--- src/rtl/vend_session_ctrl.sv ---
// Vending session controller: coin credit, product selection, dispense handshake
// with acknowledge timeout, idle auto-refund and tick-paced change return.
module vend_session_ctrl #(
  parameter int TICK_DIV     = 10_000_000,
  parameter int PRICE0       = 3,
  parameter int PRICE1       = 4,
  parameter int PRICE2       = 5,
  parameter int PRICE3       = 6,
  parameter int CREDIT_MAX   = 14,
  parameter int ACK_TIMEOUT  = 10,
  parameter int IDLE_TIMEOUT = 50
) (
  input  logic       clk,
  input  logic       rst,
  input  logic       coin_half,
  input  logic       coin_one,
  input  logic       sel_valid,
  input  logic [1:0] sel_id,
  input  logic       cancel,
  input  logic       disp_ack,
  output logic       disp_req,
  output logic [1:0] disp_id,
  output logic       change_pulse,
  output logic       coin_reject,
  output logic       sel_deny,
  output logic [3:0] credit,
  output logic [1:0] state,
  output logic       busy,
  output logic       fault
);

  typedef enum logic [1:0] {
    S_IDLE   = 2'd0,
    S_CREDIT = 2'd1,
    S_VEND   = 2'd2,
    S_RETURN = 2'd3
  } state_t;

  localparam int TW = (TICK_DIV > 1) ? $clog2(TICK_DIV) : 1;
  localparam int IW = $clog2(IDLE_TIMEOUT + 1);
  localparam int AW = $clog2(ACK_TIMEOUT + 1);
  localparam logic [TW-1:0] TICK_LAST  = TW'(TICK_DIV - 1);
  localparam logic [IW-1:0] IDLE_LAST  = IW'(IDLE_TIMEOUT - 1);
  localparam logic [AW-1:0] ACK_LAST   = AW'(ACK_TIMEOUT - 1);
  localparam logic [4:0]    CREDIT_LIM = 5'(CREDIT_MAX);

  state_t        state_reg, state_next;
  logic [3:0]    credit_reg, credit_next;
  logic [3:0]    price_reg, price_next;
  logic          disp_req_reg, disp_req_next;
  logic [1:0]    disp_id_reg, disp_id_next;
  logic          change_reg, change_next;
  logic          reject_reg, reject_next;
  logic          deny_reg, deny_next;
  logic          fault_reg, fault_next;
  logic          busy_reg;
  logic [TW-1:0] tick_cnt_reg;
  logic [IW-1:0] idle_cnt_reg, idle_cnt_next;
  logic [AW-1:0] ack_cnt_reg, ack_cnt_next;

  logic       tick;
  logic       coin_any;
  logic [4:0] credit_plus;
  logic       coin_ok;
  logic [3:0] sel_price;

  function automatic logic [3:0] price_of(input logic [1:0] id);
    case (id)
      2'd0:    price_of = 4'(PRICE0);
      2'd1:    price_of = 4'(PRICE1);
      2'd2:    price_of = 4'(PRICE2);
      default: price_of = 4'(PRICE3);
    endcase
  endfunction

  assign tick        = (tick_cnt_reg == TICK_LAST);
  assign coin_any    = coin_half | coin_one;
  assign credit_plus = {1'b0, credit_reg} + {4'b0, coin_half} + {3'b0, coin_one, 1'b0};
  assign coin_ok     = (credit_plus <= CREDIT_LIM);
  assign sel_price   = price_of(sel_id);

  always_ff @(posedge clk) begin
    if (rst) begin
      tick_cnt_reg <= '0;
      state_reg    <= S_IDLE;
      credit_reg   <= '0;
      price_reg    <= '0;
      disp_req_reg <= 1'b0;
      disp_id_reg  <= '0;
      change_reg   <= 1'b0;
      reject_reg   <= 1'b0;
      deny_reg     <= 1'b0;
      fault_reg    <= 1'b0;
      busy_reg     <= 1'b0;
      idle_cnt_reg <= '0;
      ack_cnt_reg  <= '0;
    end else begin
      tick_cnt_reg <= tick ? '0 : tick_cnt_reg + 1'b1;
      state_reg    <= state_next;
      credit_reg   <= credit_next;
      price_reg    <= price_next;
      disp_req_reg <= disp_req_next;
      disp_id_reg  <= disp_id_next;
      change_reg   <= change_next;
      reject_reg   <= reject_next;
      deny_reg     <= deny_next;
      fault_reg    <= fault_next;
      busy_reg     <= state_next[1];
      idle_cnt_reg <= idle_cnt_next;
      ack_cnt_reg  <= ack_cnt_next;
    end
  end

  always_comb begin
    state_next    = state_reg;
    credit_next   = credit_reg;
    price_next    = price_reg;
    disp_req_next = disp_req_reg;
    disp_id_next  = disp_id_reg;
    fault_next    = fault_reg;
    idle_cnt_next = idle_cnt_reg;
    ack_cnt_next  = ack_cnt_reg;
    change_next   = 1'b0;
    reject_next   = 1'b0;
    deny_next     = 1'b0;

    case (state_reg)
      S_IDLE: begin
        if (coin_any) begin
          if (!fault_reg && coin_ok) begin
            credit_next   = credit_plus[3:0];
            idle_cnt_next = '0;
            state_next    = S_CREDIT;
          end else begin
            reject_next = 1'b1;
          end
        end
      end

      S_CREDIT: begin
        if (cancel) begin
          reject_next = coin_any;
          state_next  = S_RETURN;
        end else if (sel_valid && (credit_reg >= sel_price)) begin
          credit_next   = credit_reg - sel_price;
          price_next    = sel_price;
          disp_id_next  = sel_id;
          disp_req_next = 1'b1;
          ack_cnt_next  = '0;
          reject_next   = coin_any;
          state_next    = S_VEND;
        end else begin
          // A denied selection still lets same-cycle coins through.
          deny_next = sel_valid;
          if (coin_any) begin
            if (coin_ok) credit_next = credit_plus[3:0];
            else         reject_next = 1'b1;
          end
        end
        if (coin_any || sel_valid || cancel) begin
          idle_cnt_next = '0;
        end else if (tick) begin
          if (idle_cnt_reg == IDLE_LAST) begin
            idle_cnt_next = '0;
            state_next    = S_RETURN;
          end else begin
            idle_cnt_next = idle_cnt_reg + 1'b1;
          end
        end
      end

      S_VEND: begin
        reject_next = coin_any;
        if (disp_ack) begin
          disp_req_next = 1'b0;
          state_next    = (credit_reg != 4'd0) ? S_RETURN : S_IDLE;
        end else if (tick) begin
          if (ack_cnt_reg == ACK_LAST) begin
            // Dispenser never answered: refund the full price and latch the fault.
            disp_req_next = 1'b0;
            credit_next   = credit_reg + price_reg;
            fault_next    = 1'b1;
            state_next    = S_RETURN;
          end else begin
            ack_cnt_next = ack_cnt_reg + 1'b1;
          end
        end
      end

      default: begin
        reject_next = coin_any;
        if (credit_reg == 4'd0) begin
          state_next = S_IDLE;
        end else if (tick) begin
          change_next = 1'b1;
          credit_next = credit_reg - 4'd1;
        end
      end
    endcase
  end

  assign disp_req     = disp_req_reg;
  assign disp_id      = disp_id_reg;
  assign change_pulse = change_reg;
  assign coin_reject  = reject_reg;
  assign sel_deny     = deny_reg;
  assign credit       = credit_reg;
  assign state        = state_reg;
  assign busy         = busy_reg;
  assign fault        = fault_reg;

endmodule

--- config.mk ---
export PLATFORM = sky130hd
export DESIGN_NAME = vend_session_ctrl
export DESIGN_NICKNAME = d
export VERILOG_FILES = /design/src/rtl/vend_session_ctrl.sv
export SDC_FILE = /design/constraint.sdc
export NUM_CORES = 1
export LEC_CHECK = 0
export CAP_MARGIN = 20
export CORE_MARGIN = 2
export CORE_UTILIZATION = 45
export CTS_CLUSTER_DIAMETER = 40
export CTS_CLUSTER_SIZE = 10
export DETAILED_ROUTE_END_ITERATION = 16
export GPL_TIMING_DRIVEN = 0
export HOLD_SLACK_MARGIN = 0.1
export PLACE_DENSITY = 0.67
export SLEW_MARGIN = 20
export SYNTH_ARGS = -nofsm -noshare
export SYNTH_HDL_FRONTEND = slang
export SYNTH_SLANG_ARGS = --single-unit
--- constraint.sdc ---
create_clock -name clk -period 3.7 [get_ports clk]
set_clock_uncertainty 0.1 [all_clocks]
set_input_delay 0.925 -clock clk [delete_from_list [all_inputs] [get_ports clk]]
set_output_delay 0.925 -clock clk [all_outputs]
set_load 0.03 [all_outputs]
After elaboration in Yosys (flattened, before gate mapping)
Cells that the tools add are included.
{ "classes": {"add_sub_neg": 8, "order_cmp": 2, "reduce_logical": 23, "n_bitwise": 4, "n_mux": 52, "eq_ne": 21} }
{ "ops": {"columns": ["operator", "n"], "rows": [
  ["2-to-1 mux 4 bit", 16],
  ["2-to-1 mux 6 bit", 5],
  ["adder 24 x 1 -> 24 bit, second input constant", 1],
  ["equality test 24 bit, second input constant", 1],
  ["2-to-1 mux 2 bit", 12],
  ["!= test 2 bit, second input constant", 8],
  ["!= test 3 bit, second input constant", 5],
  ["2-to-1 mux 1 bit", 12],
  ["case mux 4 bit (3 select lines)", 1],
  ["case mux 6 bit (2 select lines)", 1],
  ["AND reduction 10 bit", 1],
  ["AND reduction 5 bit", 2],
  ["case mux 3 bit (3 select lines)", 1],
  ["case mux 4 bit (2 select lines)", 1],
  ["AND reduction 4 bit", 2],
  ["nonzero test 4 bit", 2],
  ["adder 6 x 1 -> 6 bit, second input constant", 1],
  ["equality test 6 bit, second input constant", 1],
  ["case mux 2 bit (3 select lines)", 1],
  ["AND reduction 6 bit", 1],
  ["adder 4 x 1 -> 5 bit", 1],
  ["adder 5 x 2 -> 5 bit", 1],
  ["<= comparator 5 x 4 -> 1 bit, second input constant", 1],
  ["OR reduction 5 bit", 1],
  ["22 further kinds", 31]
]} }
{ "totals": {"register_bits": 51, "input_bits": 9} }

Longest topological paths before layout
Gate-level depths: netlist of the first run.
{ "logic_depth": {"depth_word": 10, "mapped_depth": 12, "depth_no_buf": 12} }

Worst setup path before layout of the first run
No wires, ideal clock.
{ "synth_path": {"kind": "input -> register", "startpoint": "input sel_id[0]", "endpoint": "register disp_id_reg[0], in the netlist disp_id[0]", "required_time_ns": 3.471, "t_arrival_ns": 3.039, "slack_ns": 0.432, "path_stages": 12, "n_path_buf": 0, "setup_time_ns": 0.129, "path_cell_list": "inv_1 ha_1 nor2_1 nor2_1 ha_1 fa_1 a21boi_0 o211ai_1 nand3_1 nor2_1 mux2i_1 nor2_1"} }
{ "synth_via": {"elab_chain_len": 5, "word_cells_on_any_way": 7} }
{ "synth_lines": {"columns": ["element", "line", "source"], "rows": [
  ["from (decl)", "18", "input logic [1:0] sel_id,"],
  ["equality test 2 bit, or another cell as far along", "68", "case (id)"],
  ["case mux 3 bit (3 select lines) *", "68", null],
  ["named net sel_price[0]", "65", "logic [3:0] sel_price;"],
  [">= comparator 4 bit *", "144", "end else if (sel_valid && (credit_reg >= sel_price)) begin"],
  ["logical AND 1 bit *", "144", null],
  ["AND reduction 3 bit (no line) *", null, null],
  ["to (signal assigned)", "103", "disp_id_reg <= disp_id_next;"],
  ["to (decl)", "51", "logic [1:0] disp_id_reg, disp_id_next;"]
]} }
The timed path passes the listed nets; every way through them passes the cells marked *.
A chain may end at the register's enable or synchronous reset.

Final worst setup path of the first run
{ "layout_path": {"startpoint": "input coin_half", "endpoint": "register state_reg[0], in the netlist state[0]"} }
{ "layout_via": {"elab_chain_len": 6, "word_cells_on_any_way": 12} }
{ "layout_lines": {"columns": ["element", "line", "source"], "rows": [
  ["from (decl)", "15", "input logic coin_half,"],
  ["adder 4 x 1 -> 5 bit", "78", "assign credit_plus = {1'b0, credit_reg} + {4'b0, coin_half} + {3'b0, coin_one, 1'b0};"],
  ["adder 5 x 2 -> 5 bit", "78", null],
  ["<= comparator 5 x 4 -> 1 bit", "79", "assign coin_ok = (credit_plus <= CREDIT_LIM);"],
  ["logical AND 1 bit", "130", "if (!fault_reg && coin_ok) begin"],
  ["!= test 2 bit (no line)", null, null],
  ["AND reduction 5 bit (no line)", null, null],
  ["to (signal assigned)", "99", "state_reg <= state_next;"],
  ["to (decl)", "47", "state_t state_reg, state_next;"]
]} }
Several ways; a longest one is shown, not always the timed one.

==> results.py, run 1 <==
metrics = {
    "floorplanning": {
        "fp.dieW_um": 86.40,
        "ios": 23,
        "die_area_mm2": 0.007465,
        "initial_core_util_pct": 45.73,
        "die_h_um": 86.40,
        "coreArea_mm2": 0.006681,
        "rows": 30,
    },
    "sta": {
        "finalCritPeriodShare_pct": 95.11,
        "hold_viol_final": 0,
        "tns_ns": 0,
        "slew_viol_final": 0,
        "max_freq_mhz": 284.2,
        "final-setup-viol-count": 0,
        "fin_crit_ns": 3.519,
        "max_slew_margin_pct": 45.11,
        "rsz0062_at_grt": "false",
        "setup_ws_ns": 0.1808,
        "tightest_slew_ns": 0.8184,
    },
    "route": {
        "wl_mm": 6.978,
        "drtPass1Iterations": 4,
        "avgViaCountPerCell": 5.613,
        "drc": 0,
        "wl_per_cell_um": 14.69,
        "drt_iter0_drc": 189,
        "vias": 2666,
        "ant_nets": 0,
    },
    "clocking": {
        "cts_num_sinks": 50,
        "htree_levels": 2,
        "cts_tree": "yes",
        "clkTransAtPathRegs_ns": 0.10,
        "cts_buffers": 5,
        "cts_buffer_depth": 2,
        "postCtsHoldBufs": 0,
        "clock_latency_ns": 0.31,
        "ctsRootBufferMaster": "clkbuf_8",
    },
    "hold_path": {
        "hold_path_class": "flip-flop to flip-flop",
    },
    "setup_path": {
        "cp.arrival_ns": 3.63,
        "crit_end": "state[0]$_SDFFE_PP0P_",
        "path_delay_family": "compound AO/OA/AOI/OAI gates",
        "cp-start-kind": "input pin",
        "worst_r2r_path_depth": 8,
        "timing.rr.start": "credit[0]$_SDFFE_PP0P_",
        "worst_ep_required_time_ns": 3.81,
        "cp_cell_sequence": "clkdlybuf4s50_1 -> ha_1 -> fa_1 -> xor2_1 -> a2111oi_2 -> a211oi_1 -> a211oi_4 -> o311a_2 -> a31o_1",
        "slowest_delay_ns": 0.67,
        "cpMaxStageDelayCell": "a211oi_1",
        "critPathBufInv": 1,
        "worstSetupEndpointType": "flip-flop",
        "r2r_end": "idle_cnt_reg[3]$_SDFFE_PP0P_",
        "worst-path-stages": 9,
        "regToRegSetupSlack_ns": 0.84,
        "critPathKind": "input pin to flip-flop",
        "worstPathMaxFanout": 4,
        "crit_start": "coin_half",
    },
    "layout": {
        "post-route-util_pct": 53.63,
        "drive_gt1_share_pct": 12.15,
        "largest_reg_flops": 24,
        "design_area_mm2": 0.003583,
        "area.sequential_mm2": 0.001001,
        "area_delta_synth_final_pct": 17.28,
        "insertedDiodeCount": 0,
        "fill_cells": 633,
        "nets": 426,
        "multi_input_area_mm2": 0.001958,
    },
    "logic_synthesis": {
        "synth.most_common_cell": "nor2_1",
        "async_flop_share_pct": 0,
        "yosysTopAreaCell": "dfxtp_1",
        "syn_area_mm2": 0.003055,
        "synthTopCellsByArea": "dfxtp_1 33%, ha_1 8.2%, nor2_1 6.6%",
        "ys.flop_type": "dfxtp_1",
        "synth_warnings": 0,
        "yosysTopAreaCellShare_pct": 32.76,
        "syn-num-nets": 392,
        "synth_seq_cells": 50,
        "yosysSeqAreaShare_pct": 32.76,
        "ys_types": 63,
        "synth_edf_count": 0,
        "syn_inst": 360,
        "synth_commonest_cells": "54 x nor2_1, 50 x dfxtp_1, 22 x nand2_1",
        "syn_avg_cell_area_um2": 8.487,
    },
    "power_and_ir_drop": {
        "p_leak_uw": 0.001320,
        "p_per_area_mw_per_mm2": 621.1,
        "total_power_uw": 2226,
        "ir_drop_uv": 304.1,
    },
    "job": {
        "maxCapViolCount": 0,
    },
    "grt": {
        "use_met2_pct": 30.63,
        "use_met1_pct": 25.22,
        "use_met3_pct": 3.905,
        "grt_pass1_vias": 2601,
        "antenna_found_initial": 0,
        "busiest_layer": "met2",
        "grt_overflow": 0,
        "grt_pass1_wl_mm": 11.74,
        "grt_usage_pct": 19.31,
        "grt_max_degree": 17,
    },
    "placement": {
        "gp_congestion": 0.8899,
        "dp_slack_ns": -0.5393,
        "dpl.hpwl_mm": 5.036,
        "portBuffers": 21,
        "placed_area_mm2": 0.003366,
    },
    "status": {
        "status": "completed",
    },
}
==> worst reg2reg max path, stage by stage (launching register included) <==
cell       delay (ns)
dfxtp_1          0.46
ha_1             0.26
fa_1             0.43
and2_1           0.19
a2111oi_2        0.45
a211oi_1         0.21
nor4b_1          0.42
xnor2_1          0.17
nor2_1           0.05
==> metrics by stage <==
| step | hold slack (ns) | std cells |
|---|---|---|
| global placement | 0.3465 | 461 |
| global route | 0.4243 | 475 |
| CTS | 0.3768 | 472 |
| detailed placement | 0.3545 | 461 |
| finish | 0.3782 | 475 |
| floorplan | 0.3297 | 360 |
==> how the worst min path moves through the flow <==
| stage | startpoint | end | depth (start not counted) |
|---|---|---|---|
| 3_3_place_gp | tick_cnt_reg[0]$_SDFF_PP0_ | tick_cnt_reg[0]$_SDFF_PP0_ | 1 |
| 6_report | tick_cnt_reg[0]$_SDFF_PP0_ | tick_cnt_reg[0]$_SDFF_PP0_ | 1 |
| 5_1_grt | disp_req$_SDFFE_PP0P_ | disp_req$_SDFFE_PP0P_ | 2 |
| 4_1_cts | tick_cnt_reg[0]$_SDFF_PP0_ | tick_cnt_reg[0]$_SDFF_PP0_ | 1 |
| 2_1_floorplan | tick_cnt_reg[0]$_SDFF_PP0_ | tick_cnt_reg[0]$_SDFF_PP0_ | 1 |
| 3_5_place_dp | tick_cnt_reg[0]$_SDFF_PP0_ | tick_cnt_reg[0]$_SDFF_PP0_ | 1 |
==> cell families (layout without fill, tap and decap cells) <==
group,count (synthesis),after routing,share of synthesized area (%)
AND/OR/NAND/NOR,152,152,25.88
AO/OA/AOI/OAI,71,72,16.71
flip-flops,50,50,32.76
buffers and inverters,31,65,4.914
XOR/XNOR,30,30,8.599
adder cells (fa/ha/maj),23,23,10.16
multiplexers,3,3,0.9828
==> timing repair <==
action,CTS,global route
gates resized for setup,3,14
cloned,0,1
pin swaps,1,5
buffers inserted,3,2
endpoints found under the setup margin,17,19
==> routing by layer <==
| metal | vias up | routed length, um |
|---|---|---|
| met5 | - | 0 |
| met1 | 1239 | 3222 |
| met3 | 19 | 300 |
| met2 | 66 | 3247 |
| met4 | 0 | 208 |
| li1 | 1342 | - |
==> power breakdown <==
| group | internal [uW] | switching (uW) | leakage, uW | total, uW |
|---|---|---|---|---|
| combinational | 499 | 650 | 0.000853 | 1150 |
| clock | 223 | 193 | 0.0000618 | 415 |
| sequential | 590 | 71.1 | 0.000405 | 661 |
| total | 1310 | 914 | 0.00132 | 2230 |
==> cells in the final DEF (no fill, tap or decap), types with 3 or more instances in the layout <==
cell type	instances
nand2_1	22
nand4_1	7
nor4_1	5
xnor2_1	17
inv_1	19
o21ai_0	12
a211oi_2	3
mux2i_1	3
nor3_1	10
clkbuf_1	6
xor2_1	13
nand3_1	13
nor2b_1	3
buf_4	7
dfxtp_1	50
o211ai_1	4
clkbuf_8	7
nand2b_1	5
clkdlybuf4s50_1	19
and3_1	6
a21o_1	3
nor2_1	52
a211oi_1	7
or3_1	8
a21oi_1	16
ha_1	19
o21ai_1	4
==> area by class of cell <==
class	count	area share, %
inverter	19	1.990
timing repair buffer	26	7.053
clock buffer	6	2.304
sequential	50	27.93
clock inverter	2	1.082
tap	80	2.793
buffer	12	2.200
multi-input combinational	280	54.64
Power figures use the tool's default switching activity.
==> inputs of run 2 (changes only) <==
--- a/config.mk
+++ b/config.mk
@@ -6,7 +6,7 @@
 export NUM_CORES = 1
 export LEC_CHECK = 0
 export CAP_MARGIN = 20
-export CORE_MARGIN = 2
+export CORE_MARGIN = 4
 export CORE_UTILIZATION = 45
 export CTS_CLUSTER_DIAMETER = 40
 export CTS_CLUSTER_SIZE = 10
==> results.py, run 2 (synthesis gave the netlist of run 1 again) <==
metrics = {
    "layout": {
        "drive_gt1_share_pct": 13.45,
        "multi_input_area_mm2": 0.002006,
        "final_common_cell": "nor2_1",
        "stdcell_count": 471,
        "fill_cells": 591,
        "final_cell_mix": "51 x nor2_1, 50 x dfxtp_1, 21 x nand2_1",
        "nets": 425,
        "area.sequential_mm2": 0.001001,
        "insertedDiodeCount": 0,
        "largest_reg_flops": 24,
        "area_delta_synth_final_pct": 17.69,
    },
    "floorplanning": {
        "coreArea_mm2": 0.006459,
        "rows": 29,
        "ios": 23,
        "initial_core_util_pct": 47.31,
        "die_area_mm2": 0.008172,
        "fp.dieW_um": 90.40,
        "die_h_um": 90.40,
    },
    "setup_path": {
        "worstSetupEndpointType": "flip-flop",
        "cp.arrival_ns": 3.66,
        "worst_r2r_path_depth": 8,
        "regToRegSetupSlack_ns": 0.78,
        "worstPathMaxFanout": 5,
        "cpMaxStageDelayCell": "a211oi_2",
        "r2r_end": "idle_cnt_reg[5]$_SDFFE_PP0P_",
        "crit_start": "coin_half",
        "worst_ep_required_time_ns": 3.78,
        "cp-start-kind": "input pin",
        "timing.rr.start": "credit[0]$_SDFFE_PP0P_",
        "slowest_delay_ns": 0.55,
        "cp_cell_sequence": "clkdlybuf4s50_1 -> ha_1 -> fa_1 -> xor2_1 -> a2111oi_4 -> a211oi_2 -> nor2_2 -> buf_4 -> o211ai_1 -> a21oi_1",
        "critPathKind": "input pin to flip-flop",
    },
    "grt": {
        "grt_pass1_vias": 2519,
        "grt_max_degree": 19,
        "use_met1_pct": 23.42,
        "grt_usage_pct": 17.73,
        "grt_overflow": 0,
        "use_met2_pct": 28.56,
        "use_met3_pct": 4.333,
        "grt_pass1_wl_mm": 12.06,
        "antenna_found_initial": 0,
        "busiest_layer": "met2",
    },
    "clocking": {
        "cts_tree": "yes",
        "clock_latency_ns": 0.32,
        "cts_num_sinks": 50,
        "ctsRootBufferMaster": "clkbuf_8",
        "cts_buffer_depth": 2,
        "cts_buffers": 5,
        "clkTransAtPathRegs_ns": 0.11,
        "htree_levels": 2,
        "postCtsHoldBufs": 0,
    },
    "hold_path": {
        "hold_end": "tick_cnt_reg[0]$_SDFF_PP0_",
        "min-delay-start": "tick_cnt_reg[0]$_SDFF_PP0_",
        "min_delay_path_depth": 1,
        "hold_path_class": "flip-flop to flip-flop",
    },
    "route": {
        "ant_nets": 0,
        "drtPass1Iterations": 4,
        "drt_iter0_drc": 204,
        "vias": 2663,
        "avgViaCountPerCell": 5.654,
        "drc": 0,
        "wl_mm": 7.104,
        "wl_per_cell_um": 15.08,
    },
    "job": {
        "maxCapViolCount": 0,
    },
    "sta": {
        "slew_viol_final": 0,
        "max_slew_margin_pct": 53.59,
        "final-setup-viol-count": 0,
        "max_freq_mhz": 279.6,
        "finalCritPeriodShare_pct": 96.65,
        "hold_viol_final": 0,
        "tightest_slew_ns": 0.6899,
        "fin_crit_ns": 3.576,
    },
    "power_and_ir_drop": {
        "total_power_uw": 2176,
        "p_per_area_mw_per_mm2": 605.1,
        "p_leak_uw": 0.001312,
        "ir_drop_uv": 230.2,
    },
    "placement": {
        "dp_cells": 458,
        "portBuffers": 21,
        "gp_congestion": 0.8406,
        "dpl.hpwl_mm": 5.053,
    },
    "status": {
        "status": "completed",
    },
}
## run 2: cell count changes in the layout (fill, tap and decap cells not counted), sizes merged
cell	change
clkinv	+2
bufinv	-1
buf	-1
clkbuf	-1
## run 2: worst max-delay path by stage
stage | endpoint | cells past startpoint | slack, ns
4_1_cts | disp_id[0]$_SDFFE_PP0P_ | 13 | 0.009
3_5_place_dp | credit[0]$_SDFFE_PP0P_ | 13 | -0.48
5_1_grt | credit[0]$_SDFFE_PP0P_ | 9 | -0.01
2_1_floorplan | disp_id[0]$_SDFFE_PP0P_ | 12 | 0.43
3_3_place_gp | disp_id[0]$_SDFFE_PP0P_ | 13 | -0.42
6_report | credit[3]$_SDFFE_PP0P_ | 10 | 0.12
## run 2: what timing repair did
| item | CTS | global route |
|---|---|---|
| setup endpoints to repair | 17 | 22 |
| resized for setup | 2 | 22 |
| pin swaps | 1 | 5 |
| gates cloned | 0 | 1 |
| setup buffers | 2 | 2 |
## run 2: area by class of cell
type	count	area share, %
plain buffers	12	2.192
clock buffers	5	1.914
flip-flops and latches	50	27.84
repair buffers	25	6.820
clock inverters	3	0.8003
inverters	19	1.983
multi-input cells	280	55.78
well taps	77	2.679
## run 2: stage by stage
stage | util [%] | TNS [ns] | hold slack, ns | worst slack [ns] | instance area, um2
floorplan | - | 0 | 0.3297 | 0.4324 | 3055
global placement | 52.05 | -7.160 | 0.3446 | -0.4246 | 3362
detailed placement | 52.05 | -8.022 | 0.3510 | -0.4835 | 3362
CTS | 53.91 | 0 | 0.3773 | 0.008850 | 3482
global route | 55.68 | -0.01059 | 0.4188 | -0.01059 | 3596
finish | 55.68 | 0 | 0.3695 | 0.1239 | 3596
## run 2: power breakdown
group          switching, uW  internal (uW)
sequential              73.4            590
combinational            663            497
clock                    211            141
total                    947           1230
## run 2: routing by layer
| layer | up-vias | wire, um |
|---|---|---|
| li1 | 1347 | - |
| met1 | 1244 | 3487 |
| met2 | 60 | 3151 |
| met3 | 12 | 325 |
| met4 | 0 | 140 |
| met5 | - | 0 |
## run 2: critical path: cells and delay by family
kind / cells / cell delay, ns
and+or+nand+nor: 1 / 0.14
xor gates and xnor gates: 1 / 0.40
buffers and inverters: 2 / 0.64
AOI/OAI and AO/OA: 4 / 0.88
adders and majority gates: 2 / 0.67
==> inputs of run 3 (changes only) <==
--- a/config.mk
+++ b/config.mk
@@ -13,6 +13,7 @@
 export DETAILED_ROUTE_END_ITERATION = 16
 export GPL_TIMING_DRIVEN = 0
 export HOLD_SLACK_MARGIN = 0.1
+export MAX_ROUTING_LAYER = met4
 export PLACE_DENSITY = 0.67
 export SLEW_MARGIN = 20
 export SYNTH_ARGS = -nofsm -noshare
==> results.py, run 3 (synthesis gave the netlist of run 1 again) <==
metrics = {
    "status": {
        "status": "completed",
    },
    "setup_path": {
        "worst_ep_required_time_ns": 3.82,
        "worstPathMaxFanout": 9,
        "cp_common_cell": "a211oi_4",
        "worstSetupEndpointType": "flip-flop",
        "cp-start-kind": "input pin",
        "cp_cell_sequence": "clkdlybuf4s50_1 -> ha_1 -> fa_1 -> and2_1 -> a2111oi_2 -> a211oi_4 -> buf_4 -> a211oi_4 -> o21ai_1 -> a31o_1",
        "cpMaxStageDelayCell": "clkdlybuf4s50_1",
        "cp.arrival_ns": 3.70,
        "critPathKind": "input pin to flip-flop",
        "slowest_delay_ns": 0.53,
    },
    "route": {
        "ant_nets": 0,
        "vias": 2631,
        "drtPass1Iterations": 4,
        "wl_mm": 7.062,
        "avgViaCountPerCell": 5.586,
        "wl_per_cell_um": 14.99,
        "drt_iter0_drc": 148,
        "drc": 0,
    },
    "floorplanning": {
        "die_area_mm2": 0.008172,
        "ios": 23,
        "die_h_um": 90.40,
        "coreArea_mm2": 0.006459,
        "initial_core_util_pct": 47.31,
        "rows": 29,
        "fp.dieW_um": 90.40,
    },
    "grt": {
        "grt_usage_pct": 18.25,
        "grt_max_degree": 19,
        "grt_overflow": 0,
        "grt_pass1_vias": 2523,
        "grt_pass1_wl_mm": 12.07,
        "antenna_found_initial": 0,
    },
    "clocking": {
        "cts_buffer_depth": 2,
        "clkTransAtPathRegs_ns": 0.11,
        "cts_num_sinks": 50,
        "ctsRootBufferMaster": "clkbuf_8",
        "clock_latency_ns": 0.31,
        "htree_levels": 2,
        "cts_buffers": 5,
        "cts_tree": "yes",
    },
    "sta": {
        "final-setup-viol-count": 0,
        "fin_crit_ns": 3.581,
        "rsz0062_at_grt": "false",
        "hold_ws_ns": 0.3696,
        "max_slew_margin_pct": 53.82,
        "slew_viol_final": 0,
        "setup_ws_ns": 0.1189,
        "tns_ns": 0,
        "finalCritPeriodShare_pct": 96.79,
        "tightest_slew_ns": 0.6864,
        "hold_viol_final": 0,
        "max_freq_mhz": 279.2,
    },
    "power_and_ir_drop": {
        "ir_drop_uv": 235.6,
        "p_per_area_mw_per_mm2": 604.3,
        "p_leak_uw": 0.001310,
    },
    "layout": {
        "final_cell_mix": "51 x nor2_1, 50 x dfxtp_1, 21 x nand2_1",
        "largest_reg_flops": 24,
        "drive_gt1_share_pct": 13.20,
        "area_delta_synth_final_pct": 16.87,
        "post-route-util_pct": 55.29,
        "final_common_cell": "nor2_1",
        "nets": 425,
        "fill_cells": 597,
        "design_area_mm2": 0.003571,
        "insertedDiodeCount": 0,
    },
    "placement": {
        "dp_slack_ns": -0.4835,
        "gp_congestion": 0.8537,
        "placed_area_mm2": 0.003362,
        "portBuffers": 21,
        "dpl.hpwl_mm": 5.053,
    },
    "hold_path": {
        "hold_path_class": "flip-flop to flip-flop",
    },
    "job": {
        "maxCapViolCount": 0,
    },
}
[run 3: path summary, 6_finish.rpt]
| path | depth (start not counted) | end | from | slack (ns) |
|---|---|---|---|---|
| worst max-delay path | 10 | state[0]$_SDFFE_PP0P_ | coin_half | 0.12 |
| worst max register to register | 9 | state[0]$_SDFFE_PP0P_ | credit[0]$_SDFFE_PP0P_ | 0.74 |
| worst min register to register | 1 | tick_cnt_reg[0]$_SDFF_PP0_ | tick_cnt_reg[0]$_SDFF_PP0_ | 0.37 |
| worst min-delay path | 1 | tick_cnt_reg[0]$_SDFF_PP0_ | tick_cnt_reg[0]$_SDFF_PP0_ | 0.37 |
[run 3: what timing repair did]
item	CTS	global route
gates resized for setup	2	19
setup buffers	2	3
hold buffers	0	0
pin swaps	1	5
endpoints found under the setup margin	17	22
[run 3: power breakdown]
part	total, uW	switching [uW]	internal [uW]
Combinational	1150	654	493
Sequential	663	72.5	590
Clock	348	207	141
[run 3: worst max-delay path, delay by kind of cell]
kind / cells / cell delay, ns
compound gates: 5 / 1.18
fa+ha+maj: 2 / 0.67
simple gates: 1 / 0.20
buf+inv: 2 / 0.73
[run 3: final cells by class]
class / count / area (um2) / area share [%]
buffer: 12 / 78.83 / 2.207
clock buffer: 5 / 68.82 / 1.927
clock inverter: 3 / 28.78 / 0.8059
inverter: 19 / 71.32 / 1.997
multi-input combinational: 279 / 1973 / 55.26
sequential: 50 / 1001 / 28.03
tap: 77 / 96.34 / 2.698
timing repair buffer: 26 / 252.7 / 7.078
[run 3: per-stage QoR]
| step | power, uW | instances |
|---|---|---|
| 3_3_place_gp | 1706 | 458 |
| 3_5_place_dp | 1722 | 458 |
| 2_1_floorplan | 1454 | 360 |
| 5_1_grt | 2326 | 471 |
| 4_1_cts | 2098 | 468 |
| 6_report | 2158 | 471 |
[run 3: metal layers]
metal / share of wire, % / GRT usage [%] / vias up
li1: - / - / 1347
met5: 0 / - / -
met2: 45 / 28.62 / 55
met4: 1.7 / 5.357 / 0
met1: 49 / 23.42 / 1219
met3: 4.4 / 4.333 / 10
